### config.mk
export PLATFORM = sky130hd
export DESIGN_NAME = spi_arbiter_24
export DESIGN_NICKNAME = d
export VERILOG_FILES = /design/src/rtl/spi_arbiter_24.sv
export SDC_FILE = /design/constraint.sdc
export NUM_CORES = 1
export LEC_CHECK = 0
export ABC_AREA = 1
export BUFFER_PORTS_ARGS = -buffer_cell sky130_fd_sc_hd__buf_2
export CORE_UTILIZATION = 47
export CTS_CLUSTER_DIAMETER = 30
export DETAILED_ROUTE_END_ITERATION = 8
export GPL_TIMING_DRIVEN = 0
export PLACE_DENSITY = 0.76
export REMOVE_ABC_BUFFERS = 1
export SYNTH_ARGS = -nofsm -noshare
export SYNTH_HDL_FRONTEND = slang
export SYNTH_SLANG_ARGS = --single-unit
export TNS_END_PERCENT = 30
### constraint.sdc
create_clock -name clk_i -period 2.84 [get_ports clk_i]
set_input_delay 0.568 -clock clk_i [delete_from_list [all_inputs] [get_ports clk_i]]
set_output_delay 0.568 -clock clk_i [all_outputs]
set_load 0.03 [all_outputs]
### src/rtl/spi_arbiter_24.sv
// -----------------------------------------------------------------------------
// spi_arbiter_24
//   Round-robin arbiter that shares one free-running 24-bit SPI shifter among
//   three requesters. A granted frame is strobed into the shifter. Completion is
//   taken from the shifter's DONE rising edge, or forced by a timeout. Each
//   transaction is followed by a guard gap with the shifter's CS idle.
//
// Ports
//   clk_i          system clock, all logic on posedge
//   rst_i          synchronous active-high reset
//   req_i[2:0]     level-sensitive transaction requests
//   tx0_i..tx2_i   requester frames {ctrl, reg, data}
//   ack_o[2:0]     one-cycle completion pulse for the granted requester
//   err_o[2:0]     timeout flag, coincident with ack_o
//   rx_data_o      received frame, valid in the ACK cycle, held until next ACK
//   busy_o         high from grant until entry to the gap
//   sh_start_o     start strobe to the shifter (START_HOLD cycles)
//   sh_data_out_o  frame presented to the shifter, stable for the transaction
//   sh_done_i      shifter done level (rising edge used)
//   sh_cs_i        shifter chip select, active-low
//   sh_data_in_i   shifter receive frame
//   cs_n_o[2:0]    per-device chip selects, active-low
// -----------------------------------------------------------------------------
module spi_arbiter_24 #(
  parameter logic [7:0]  START_HOLD = 8'd4,
  parameter logic [15:0] GAP_CYCLES = 16'd128,  // must cover the shifter's post-CS DONE delay
  parameter logic [23:0] TIMEOUT    = 24'd100000
) (
  input  logic        clk_i,
  input  logic        rst_i,
  input  logic [2:0]  req_i,
  input  logic [23:0] tx0_i,
  input  logic [23:0] tx1_i,
  input  logic [23:0] tx2_i,
  output logic [2:0]  ack_o,
  output logic [2:0]  err_o,
  output logic [23:0] rx_data_o,
  output logic        busy_o,
  output logic        sh_start_o,
  output logic [23:0] sh_data_out_o,
  input  logic        sh_done_i,
  input  logic        sh_cs_i,
  input  logic [23:0] sh_data_in_i,
  output logic [2:0]  cs_n_o
);

  typedef enum logic [2:0] {
    S_GAP,
    S_IDLE,
    S_START,
    S_BUSY,
    S_ACK
  } state_e;

  state_e      state_q, state_d;
  logic [15:0] gap_cnt_q, gap_cnt_d;
  logic [7:0]  start_cnt_q, start_cnt_d;
  logic [23:0] to_cnt_q, to_cnt_d;
  logic [1:0]  ptr_q, ptr_d;
  logic [1:0]  grant_q, grant_d;
  logic [23:0] sh_data_q, sh_data_d;
  logic [23:0] rx_data_q, rx_data_d;
  logic        err_q, err_d;
  logic        done_s1_q, done_s2_q;
  logic        done_re;

  logic        pick_valid;
  logic [1:0]  pick_idx;
  logic [23:0] pick_tx;
  logic [1:0]  rr1, rr2;

  // (base + ofs) mod 3 for base, ofs in 0..2
  function automatic logic [1:0] rr_idx(input logic [1:0] base, input logic [1:0] ofs);
    logic [2:0] sum;
    sum = {1'b0, base} + {1'b0, ofs};
    if (sum >= 3'd3) sum = sum - 3'd3;
    return sum[1:0];
  endfunction

  assign done_re = done_s1_q & ~done_s2_q;

  // Round-robin pick: first requester at or after the pointer wins.
  assign rr1 = rr_idx(ptr_q, 2'd1);
  assign rr2 = rr_idx(ptr_q, 2'd2);

  always_comb begin
    pick_valid = 1'b1;
    pick_idx   = ptr_q;
    if (req_i[ptr_q])    pick_idx = ptr_q;
    else if (req_i[rr1]) pick_idx = rr1;
    else if (req_i[rr2]) pick_idx = rr2;
    else                 pick_valid = 1'b0;
  end

  always_comb begin
    case (pick_idx)
      2'd1:    pick_tx = tx1_i;
      2'd2:    pick_tx = tx2_i;
      default: pick_tx = tx0_i;
    endcase
  end

  // Next-state logic.
  // NOTE: every signal driven here gets a default first; a path that leaves
  // one unassigned would infer a latch.
  always_comb begin
    state_d     = state_q;
    gap_cnt_d   = gap_cnt_q;
    start_cnt_d = start_cnt_q;
    to_cnt_d    = to_cnt_q;
    ptr_d       = ptr_q;
    grant_d     = grant_q;
    sh_data_d   = sh_data_q;
    rx_data_d   = rx_data_q;
    err_d       = err_q;

    case (state_q)
      S_GAP: begin
        // Only consecutive idle-CS cycles count; any CS activity restarts.
        if (!sh_cs_i) begin
          gap_cnt_d = '0;
        end else if (gap_cnt_q >= GAP_CYCLES - 16'd1) begin
          gap_cnt_d = '0;
          state_d   = S_IDLE;
        end else if (gap_cnt_q != '1) begin
          gap_cnt_d = gap_cnt_q + 16'd1;
        end
      end

      S_IDLE: begin
        if (pick_valid) begin
          grant_d     = pick_idx;
          sh_data_d   = pick_tx;
          start_cnt_d = '0;
          to_cnt_d    = '0;
          state_d     = S_START;
        end
      end

      S_START: begin
        // Timeout runs from the first strobe cycle.
        if (to_cnt_q != '1) to_cnt_d = to_cnt_q + 24'd1;
        if (start_cnt_q >= START_HOLD - 8'd1) begin
          state_d = S_BUSY;
        end else if (start_cnt_q != '1) begin
          start_cnt_d = start_cnt_q + 8'd1;
        end
      end

      S_BUSY: begin
        if (to_cnt_q != '1) to_cnt_d = to_cnt_q + 24'd1;
        // A real completion beats a timeout expiring in the same cycle.
        if (done_re) begin
          rx_data_d = sh_data_in_i;
          err_d     = 1'b0;
          state_d   = S_ACK;
        end else if (to_cnt_q >= TIMEOUT - 24'd1) begin
          rx_data_d = '0;
          err_d     = 1'b1;
          state_d   = S_ACK;
        end
      end

      S_ACK: begin
        ptr_d     = rr_idx(grant_q, 2'd1);
        gap_cnt_d = '0;
        state_d   = S_GAP;
      end

      default: state_d = S_GAP;
    endcase
  end

  // NOTE: state registers use non-blocking assignments so every flop samples
  // the pre-edge values; reset is synchronous, tested inside the clocked block.
  always_ff @(posedge clk_i) begin
    if (rst_i) begin
      state_q     <= S_GAP;
      gap_cnt_q   <= '0;
      start_cnt_q <= '0;
      to_cnt_q    <= '0;
      ptr_q       <= '0;
      grant_q     <= '0;
      sh_data_q   <= '0;
      rx_data_q   <= '0;
      err_q       <= 1'b0;
      done_s1_q   <= 1'b0;
      done_s2_q   <= 1'b0;
    end else begin
      state_q     <= state_d;
      gap_cnt_q   <= gap_cnt_d;
      start_cnt_q <= start_cnt_d;
      to_cnt_q    <= to_cnt_d;
      ptr_q       <= ptr_d;
      grant_q     <= grant_d;
      sh_data_q   <= sh_data_d;
      rx_data_q   <= rx_data_d;
      err_q       <= err_d;
      done_s1_q   <= sh_done_i;
      done_s2_q   <= done_s1_q;
    end
  end

  // Outputs are decoded from state so a reset clears them on the same edge.
  assign sh_start_o    = (state_q == S_START);
  assign busy_o        = (state_q == S_START) || (state_q == S_BUSY) || (state_q == S_ACK);
  assign ack_o         = (state_q == S_ACK) ? (3'b001 << grant_q) : 3'b000;
  assign err_o         = (state_q == S_ACK && err_q) ? (3'b001 << grant_q) : 3'b000;
  assign rx_data_o     = rx_data_q;
  assign sh_data_out_o = sh_data_q;

  // Only the granted device sees the shifter's CS, combinationally.
  always_comb begin
    cs_n_o = 3'b111;
    if (state_q == S_START || state_q == S_BUSY) cs_n_o[grant_q] = sh_cs_i;
  end

endmodule

==> impl_metrics.json, run 1 <==
{
  "start_util_pct": 48.6,
  "drc": 14,
  "rsz0062_at_grt": "true",
  "cp-end-kind": "output port",
  "fmax_ghz": 0.363,
  "critPathMaxFanout": 17,
  "vias_per_cell": 5.18,
  "place.detailed.hpwl_um": 9930,
  "clk_path_buf_depth": 2,
  "cts_sinks": 106,
  "h-tree-depth": 3,
  "ys_warn_count": 0,
  "cts.reportedPaths.clkPinSlew_ns": 0.07,
  "crit_required_ns": 2.27,
  "antenna_found_initial": 0,
  "finalSetupTns_ns": 0,
  "leakage_nw": 2.96,
  "finalHoldViolations": 0,
  "drive_gt1_share_pct": 24.0,
  "dieHeight_um": 111,
  "cts_tree": "done",
  "row_count": 39,
  "setup_viol": 0,
  "worst_pin_slew_ns": 1.07,
  "grt_util_all_layers_pct": 23.4,
  "path_class": "flop to output port",
  "ant_nets": 0,
  "die_x_um": 111,
  "fin_skew_ns": 0.00774,
  "syn_inst": 795,
  "worstHoldPathType": "input pin to flop",
  "drt-initial-drc-count": 391,
  "finalWorstSetupSlack_ns": 0.0868,
  "placed_area_um2": 6400,
  "fin_area_um2": 6870,
  "synthToLayoutAreaGrowth_pct": 22.8,
  "grt_pass1_vias": 5212,
  "diodes": 0,
  "die-area_um2": 12300,
  "drt-total-wl_um": 14300,
  "synth_area_um2": 5590,
  "min_period_ns": 2.75,
  "grtUsageMet3_pct": 4.92,
  "ys_seq_area_share_pct": 37.9,
  "synth_compound_area_share_pct": 12.9,
  "synth-seq-cells": 106,
  "grt-busiest-layer": "met2",
  "place_congestion": 0.863,
  "synth_edf_count": 0,
  "avgSynthCellArea_um2": 7.04,
  "synth-main-ff-cell": "dfxtp_1",
  "grt_max_degree": 69,
  "total_power_mw": 3.07,
  "muxShareOfSynthArea_pct": 2.15,
  "synth.distinct_cells": 38,
  "firstDrtPassIters": 8,
  "report.final.slew_viol_count": 0,
  "finalNetCount": 1053,
  "synth_xor_area_share_pct": 1.41,
  "cts_hold_buffers": 0,
  "worstSetupStartpointType": "flop",
  "violations": "design-rule violations",
  "cp.arrival_ns": 2.19,
  "port-buffer-count": 161,
  "yosysTopAreaCell": "dfxtp_1",
  "clock_latency_ns": 0.34,
  "grt_use_met2_pct": 42.5,
  "maxCapViolCount": 0,
  "status": "finished, violations left",
  "io_pins": 162,
  "cts_buffers": 9,
  "async_flop_share_pct": 0,
  "post-place-ws_ns": -0.871,
  "post-route-period-util_pct": 96.9,
  "overflow": 0,
  "core-area_um2": 11500,
  "max_slew_margin_pct": 28.1,
  "grt_pass1_wl_um": 23900,
  "synth_simple_gate_area_share_pct": 35.4,
  "synth_top_area_share_pct": 37.9,
  "synth_adder_area_share_pct": 2.24,
  "p_per_area_nw_per_um2": 447,
  "met1_usage_pct": 28.2,
  "yosysMostFrequentCell": "nand2_1",
  "wire_per_inst_um": 13.2,
  "synthTopCellsByArea": "dfxtp_1, nand2_1, nor2_1, nand3_1, a21oi_1",
  "synth_top_family_by_area": "simple AND/OR/NAND/NOR gates",
  "synth.top_cells.by_count": "nand2_1, dfxtp_1, nor2_1",
  "clockRootBuffer": "clkbuf_16",
  "num_vias": 5634,
  "vdd_ir_drop_max_mv": 0.512
}
==> placed cells by master (no fill, tap or decap), types with 4 or more instances in the layout <==
cell type	n
xnor2_1	4
inv_2	4
nand2_4	4
nand2_2	6
nor3_1	16
clkbuf_16	9
nand3_1	71
nor2_4	5
a22o_1	12
or2_2	5
buf_4	8
nand2_1	195
mux2i_1	12
clkinvlp_4	5
dfxtp_1	105
ha_1	8
buf_2	160
o21ai_0	18
nor2_1	96
a21oi_1	57
xor2_1	5
o31ai_1	12
a221oi_1	11
inv_1	59
nand3b_1	26
==> repair_timing <==
item | CTS | global route
pin swaps | 1 | 3
setup buffers | 3 | 6
endpoints found under the setup margin | 28 | 55
gates resized for setup | 7 | 10
==> report_power, final <==
part | switching [mW] | internal [mW] | leakage, nW | total, mW
combinational | 0.150 | 0.142 | 1.96 | 0.293
clock | 0.588 | 0.697 | 0.145 | 1.28
sequential | 0.00189 | 1.49 | 0.855 | 1.49
total | 0.740 | 2.33 | 2.96 | 3.07
==> cells by family after synthesis <==
| kind of cell | count (synthesis) |
|---|---|
| flip-flops | 106 |
| AND/OR/NAND/NOR | 438 |
| multiplexers | 12 |
| buffers and inverters | 104 |
| XOR/XNOR | 9 |
| AO/OA/AOI/OAI | 116 |
| adder cells (fa/ha/maj) | 10 |
==> registers in the layout, summed over array words and instances (netlist names) <==
register / count
grant_q: 2
start_cnt_q: 8
ptr_q: 2
rx_data_o: 24
err_q: 1
gap_cnt_q: 16
done_s2_q: 1
done_s1_q: 1
state_q: 3
sh_data_out_o: 24
to_cnt_q: 24
==> worst paths after layout <==
path | startpoint | cells after the start | slack [ns] | to
worst min register to register | gap_cnt_q[10] | 2 | 0.44 | gap_cnt_q[10]
worst max register to register | ptr_q[0] | 16 | 0.12 | sh_data_out_o[17]
worst min-delay path | sh_done_i | 3 | 0.42 | done_s1_q
worst max-delay path | state_q[1] | 5 | 0.09 | busy_o
==> critical path, cell delays in order (launching register included) <==
cell and delay [ns]:
dfxtp_1 0.49, inv_2 0.14, nor2_4 0.42, inv_1 0.38
nand2_1 0.19, buf_2 0.21
==> metal layers <==
layer  vias up  routed length [um]
li1       2912                   -
met1      2543                6440
met2       163                6830
met3        16                 896
met4         0                 142
met5         -                   0
==> through the flow <==
stage	utilization, %	hold slack, ns	cells
after floorplan	-	0.410	758
after global placement	55.4	0.421	1062
after detailed placement	55.6	0.429	1063
after CTS	58.9	0.421	1082
after global routing	59.6	0.425	1088
final	59.6	0.421	1088
==> cell type report <==
cell class,count,area (um2)
Multi-Input combinational cell,585,3080
Sequential cell,106,2120
Inverter,67,264
Timing Repair Buffer,171,911
Clock inverter,7,83.8
Clock buffer,9,225
Fill cell,1114,4650
Tap cell,143,179
Note: power is estimated with default switching activity, not from simulation.
==> run 2, diff against run 1 <==
Settings changed: CORE_UTILIZATION 47 to 45, CTS_BUF_LIST set to sky130_fd_sc_hd__clkbuf_4 sky130_fd_sc_hd__clkbuf_8, PLACE_DENSITY 0.76 to 0.74.
==> run 2 against run 1 <==
The run now ends clean. Fmax grew 0.14%. Cell area shrank 1.1%. Flip-flop and latch count is the same. Core utilization shrank 3.3 points. Global-route usage shrank 0.61 points. Die area grew 4.4%. Sequential share of layout area grew 0.33 points. Largest power group unchanged. Combinational power grew 5%. Non-clock buffer count grew 1.
==> impl_metrics.json, run 2 (synthesized netlist as in run 1, its figures left out) <==
{
  "status": "complete, no violations",
  "rsz0062_at_grt": "true",
  "combPwrFrac_pct": 11.2,
  "h-tree-depth": 3,
  "grt_max_degree": 70,
  "min_to": "done_s1_q",
  "total_power_mw": 2.74,
  "die-area_um2": 12900,
  "num_vias": 5650,
  "leakage_nw": 2.93,
  "critPathMaxFanout": 17,
  "final_cell_mix": "nand2_1, buf_2, dfxtp_1, nor2_1, nand3_1",
  "vdd_ir_drop_max_mv": 0.277,
  "path_class": "flop to output port",
  "worstReg2RegStart": "ptr_q[0]",
  "clockRootBuffer": "clkbuf_8",
  "r2r_cells": 17,
  "fill_cells": 1228,
  "drt-initial-drc-count": 306,
  "grt_util_all_layers_pct": 22.8,
  "critical-path-top-delay-family": "buffers and inverters",
  "fmax_ghz": 0.364,
  "cts_hold_buffers": 0,
  "clock_latency_ns": 0.40,
  "worst_pin_slew_ns": 1.11,
  "port-buffer-count": 161,
  "finalHoldViolations": 0,
  "finalSetupTns_ns": 0,
  "final_common_cell": "nand2_1",
  "report.final.slew_viol_count": 0,
  "wl_met2_um": 6970,
  "drive_gt1_share_pct": 24.4,
  "p_per_area_nw_per_um2": 403,
  "clk_path_buf_depth": 2,
  "row_count": 40,
  "grt_pass1_wl_um": 23500,
  "grt_pass1_vias": 5170,
  "drt-total-wl_um": 14600,
  "antenna_found_initial": 0,
  "worstHoldPathType": "input pin to flop",
  "place_congestion": 0.916,
  "cp-end-kind": "output port",
  "post-place-ws_ns": -0.785,
  "cts.reportedPaths.clkPinSlew_ns": 0.11,
  "max_stage_delay_ns": 0.50,
  "met3_length_um": 797,
  "p_switching_mw": 0.724,
  "synthToLayoutAreaGrowth_pct": 21.5,
  "worstSetupStartpointType": "flop",
  "maxUsedRoutingLayer": "met4",
  "maxCapViolCount": 0,
  "rrSetupSlack_ns": 0.17,
  "diodes": 0,
  "cp.arrival_ns": 2.18,
  "crit_buf_inv": 3,
  "hold_slack_ns": 0.372,
  "die_x_um": 113,
  "post-route-period-util_pct": 96.8,
  "fin_skew_ns": 0.0163,
  "cts_sinks": 106,
  "switching_share_pct": 26.4,
  "hold_start": "sh_done_i",
  "start_util_pct": 46.4,
  "finalNetCount": 1055,
  "wire_per_inst_um": 13.1,
  "p_clk_share_pct": 34.4,
  "min_period_ns": 2.75,
  "cts_tree": "done",
  "firstDrtPassIters": 5,
  "overflow": 0,
  "cts_buffers": 9,
  "final_util_pct": 56.3,
  "reg2reg_to": "sh_data_out_o[0]",
  "vias_per_cell": 5.07,
  "setup_viol": 0,
  "drc": 0,
  "p_int_mw": 2.02,
  "place.detailed.hpwl_um": 10000,
  "drt-met1-wl_um": 6540,
  "finalWorstSetupSlack_ns": 0.0907,
  "sequentialPowerShare_pct": 54.4,
  "path_cells": "inv_2 > nor2_4 > inv_1 > nand2_1 > buf_2",
  "crit_required_ns": 2.27,
  "hold_depth": 3,
  "dieHeight_um": 113,
  "max_slew_margin_pct": 25.8,
  "core-area_um2": 12100,
  "cp_slowest_cell": "dfxtp_1",
  "ant_nets": 0,
  "io_pins": 162
}
run 2: cell types whose count changed in the layout (fill, tap and decap cells not counted), moves of 2 or more:
cell,before,now
clkbuf_16,9,0
clkbuf_4,0,2
clkbuf_8,0,11
clkinvlp_4,5,2
inv_2,4,6
run 2: repair_timing:
| item | CTS | global route |
|---|---|---|
| endpoints found under the hold margin | 0 | 0 |
| cloned | 1 | 0 |
| endpoints found under the setup margin | 44 | 54 |
| pin swaps | 1 | 1 |
| buffers inserted | 3 | 7 |
| gates resized for setup | 8 | 11 |
run 2: how the worst max path moves through the flow:
stage | startpoint | end | slack [ns] | cells after the start
2_1_floorplan | ptr_q[0] | sh_data_out_o[12] | -0.07 | 16
3_3_place_gp | ptr_q[0] | sh_data_out_o[16] | -0.77 | 16
3_5_place_dp | ptr_q[0] | sh_data_out_o[16] | -0.78 | 16
4_1_cts | rst_i | grant_q[0] | 0.0008 | 4
5_1_grt | ptr_q[0] | sh_data_out_o[0] | -0.07 | 17
6_report | state_q[1] | busy_o | 0.09 | 5
run 2: per-layer routing:
metal	vias to the layer above	track usage, %
met3	21	5.15
met4	0	9.12
li1	2914	-
met5	-	0
met1	2547	26.5
met2	168	40.4
run 2: per-stage QoR:
step,std cells,instance area [um2]
2_1_floorplan,758,5400
3_3_place_gp,1087,6420
3_5_place_dp,1088,6430
4_1_cts,1108,6690
5_1_grt,1115,6800
6_report,1115,6800
run 2: cell type report:
| type | instances | area [um2] | share of cell area [%] |
|---|---|---|---|
| Clock buffer | 11 | 151 | 2.23 |
| Clock inverter | 5 | 42.5 | 0.626 |
| Inverter | 67 | 260 | 3.83 |
| Multi-Input combinational cell | 585 | 3080 | 45.4 |
| Sequential cell | 106 | 2120 | 31.2 |
| Tap cell | 168 | 210 | 3.09 |
| Timing Repair Buffer | 172 | 918 | 13.5 |
| Timing Repair inverter | 1 | 5.00 | 0.0737 |
run 2: power by group through the flow:
stage	logic, mW	clock network [mW]	registers [mW]
2_1_floorplan	0.130	0	1.52
3_3_place_gp	0.250	0	1.52
6_report	0.308	0.943	1.49
5_1_grt	0.338	1.03	1.49
4_1_cts	0.275	0.963	1.49
3_5_place_dp	0.254	0	1.52
run 2: worst min-delay path, stage by stage:
cell    delay, ns
buf_2        0.09
inv_1        0.04
nor2_1       0.03
==> run 3, diff against run 2 <==
Settings changed: CELL_PAD_IN_SITES_DETAIL_PLACEMENT set to 0, CELL_PAD_IN_SITES_GLOBAL_PLACEMENT set to 1, CORE_UTILIZATION 45 to 34, PLACE_DENSITY 0.74 to unset, PLACE_DENSITY_LB_ADDON set to 0.1.
==> run 3 against run 2 <==
Core utilization is 13 points lower. Register-to-register slack better by 0.15 ns. Flip-flop and latch count unchanged. Cell count increased by 4.3%. Power is 1.1% lower. Critical path depth unchanged. Combinational power fell by 4%. Cell area is 1.3% higher. Clock power is 2% lower. Critical endpoint unchanged. Largest cell class unchanged. Highest routed layer unchanged.
==> impl_metrics.json, run 3 (synthesized netlist as in run 1, its figures left out) <==
{
  "cts.reportedPaths.clkPinSlew_ns": 0.10,
  "status": "complete, no violations",
  "total_power_mw": 2.71,
  "num_vias": 5654,
  "vias_per_cell": 4.86,
  "min_period_ns": 2.71,
  "rsz0062_at_grt": "true",
  "cp.arrival_ns": 2.14,
  "place.detailed.hpwl_um": 11200,
  "crit_required_ns": 2.27,
  "leakage_nw": 2.92,
  "worst_pin_slew_ns": 1.15,
  "cts_sinks": 106,
  "synthToLayoutAreaGrowth_pct": 23.1,
  "cp-end-kind": "output port",
  "finalNetCount": 1055,
  "vdd_ir_drop_max_mv": 0.200,
  "path_class": "flop to output port",
  "grt_util_all_layers_pct": 19.2,
  "maxCapViolCount": 0,
  "post-place-ws_ns": -0.809,
  "io_pins": 162,
  "wire_per_inst_um": 13.9,
  "clk_path_buf_depth": 2,
  "finalHoldViolations": 0,
  "die_x_um": 130,
  "p_per_area_nw_per_um2": 394,
  "cts_buffers": 9,
  "clockRootBuffer": "clkbuf_8",
  "setup_viol": 0,
  "grt_max_degree": 70,
  "final_cell_mix": "nand2_1, buf_2, dfxtp_1, nor2_1, nand3_1",
  "grt_pass1_vias": 5264,
  "final_common_cell": "nand2_1",
  "row_count": 46,
  "drive_gt1_share_pct": 24.6,
  "diodes": 0,
  "clock_latency_ns": 0.40,
  "port-buffer-count": 161,
  "grt_pass1_wl_um": 25700,
  "overflow": 0,
  "h-tree-depth": 3,
  "max_slew_margin_pct": 23.2,
  "dieHeight_um": 130,
  "critPathMaxFanout": 17,
  "fmax_ghz": 0.369,
  "place_congestion": 0.820,
  "start_util_pct": 35.1,
  "antenna_found_initial": 0,
  "finalWorstSetupSlack_ns": 0.130,
  "post-route-period-util_pct": 95.4,
  "ant_nets": 0,
  "report.final.slew_viol_count": 0,
  "firstDrtPassIters": 5,
  "worstSetupStartpointType": "flop",
  "worstHoldPathType": "input pin to flop",
  "drc": 0,
  "fin_skew_ns": 0.0185,
  "fill_cells": 1711,
  "drt-total-wl_um": 16200,
  "die-area_um2": 17000,
  "cts_tree": "done",
  "core-area_um2": 15900,
  "drt-initial-drc-count": 279
}
[run 3: critical path, stage by stage, from the launching register on]
cell,delay (ns)
dfxtp_1,0.51
inv_2,0.13
nor2_4,0.40
inv_1,0.37
nand2_1,0.15
buf_2,0.20
[run 3: per-stage QoR]
stage / setup TNS [ns] / instance area (um2) / utilization [%] / instances / hold slack [ns]
floorplan: -0.893 / 5400 / - / 758 / 0.410
global placement: -23.74 / 6480 / 40.6 / 1135 / 0.417
detailed placement: -25.16 / 6490 / 40.7 / 1136 / 0.428
CTS: -0.0315 / 6800 / 42.6 / 1158 / 0.365
global route: -0.0348 / 6890 / 43.2 / 1163 / 0.370
finish: 0 / 6890 / 43.2 / 1163 / 0.382
[run 3: final timing paths]
check | from | end | slack (ns) | depth (start not counted)
max reg2reg | ptr_q[0] | sh_data_out_o[20] | 0.32 | 16
min reg2reg | start_cnt_q[5] | start_cnt_q[5] | 0.44 | 2
max | state_q[1] | busy_o | 0.13 | 5
min | sh_done_i | done_s1_q | 0.38 | 3
[run 3: report_power, final]
part | switching (mW) | internal, mW
logic | 0.154 | 0.142
clock network | 0.573 | 0.352
registers | 0.00188 | 1.49
total | 0.730 | 1.98
[run 3: final cells by class]
type / count / area, um2 / area share, %
tap: 216 / 270 / 3.92
inverter: 67 / 264 / 3.83
multi-input combinational: 585 / 3110 / 45.2
clock buffer: 10 / 138 / 2.00
clock inverter: 6 / 46.3 / 0.672
sequential: 106 / 2120 / 30.8
timing repair buffer: 172 / 923 / 13.4
timing repair inverter: 1 / 7.51 / 0.109
[run 3: routing by layer]
metal	vias to the layer above	track usage, %	share of wire [%]
li1	2905	-	-
met1	2613	23.4	45
met2	123	34.5	50
met3	13	4.39	4.4
met4	0	3.63	1.1
met5	-	0	0
[run 3: repair_timing]
| action | CTS | global route |
|---|---|---|
| pin swaps | 1 | 1 |
| gates cloned | 1 | 0 |
| endpoints found under the setup margin | 53 | 54 |
| buffers inserted | 5 | 5 |
| resized for setup | 12 | 12 |
| hold buffers | 0 | 0 |
| hold endpoints to repair | 0 | 0 |
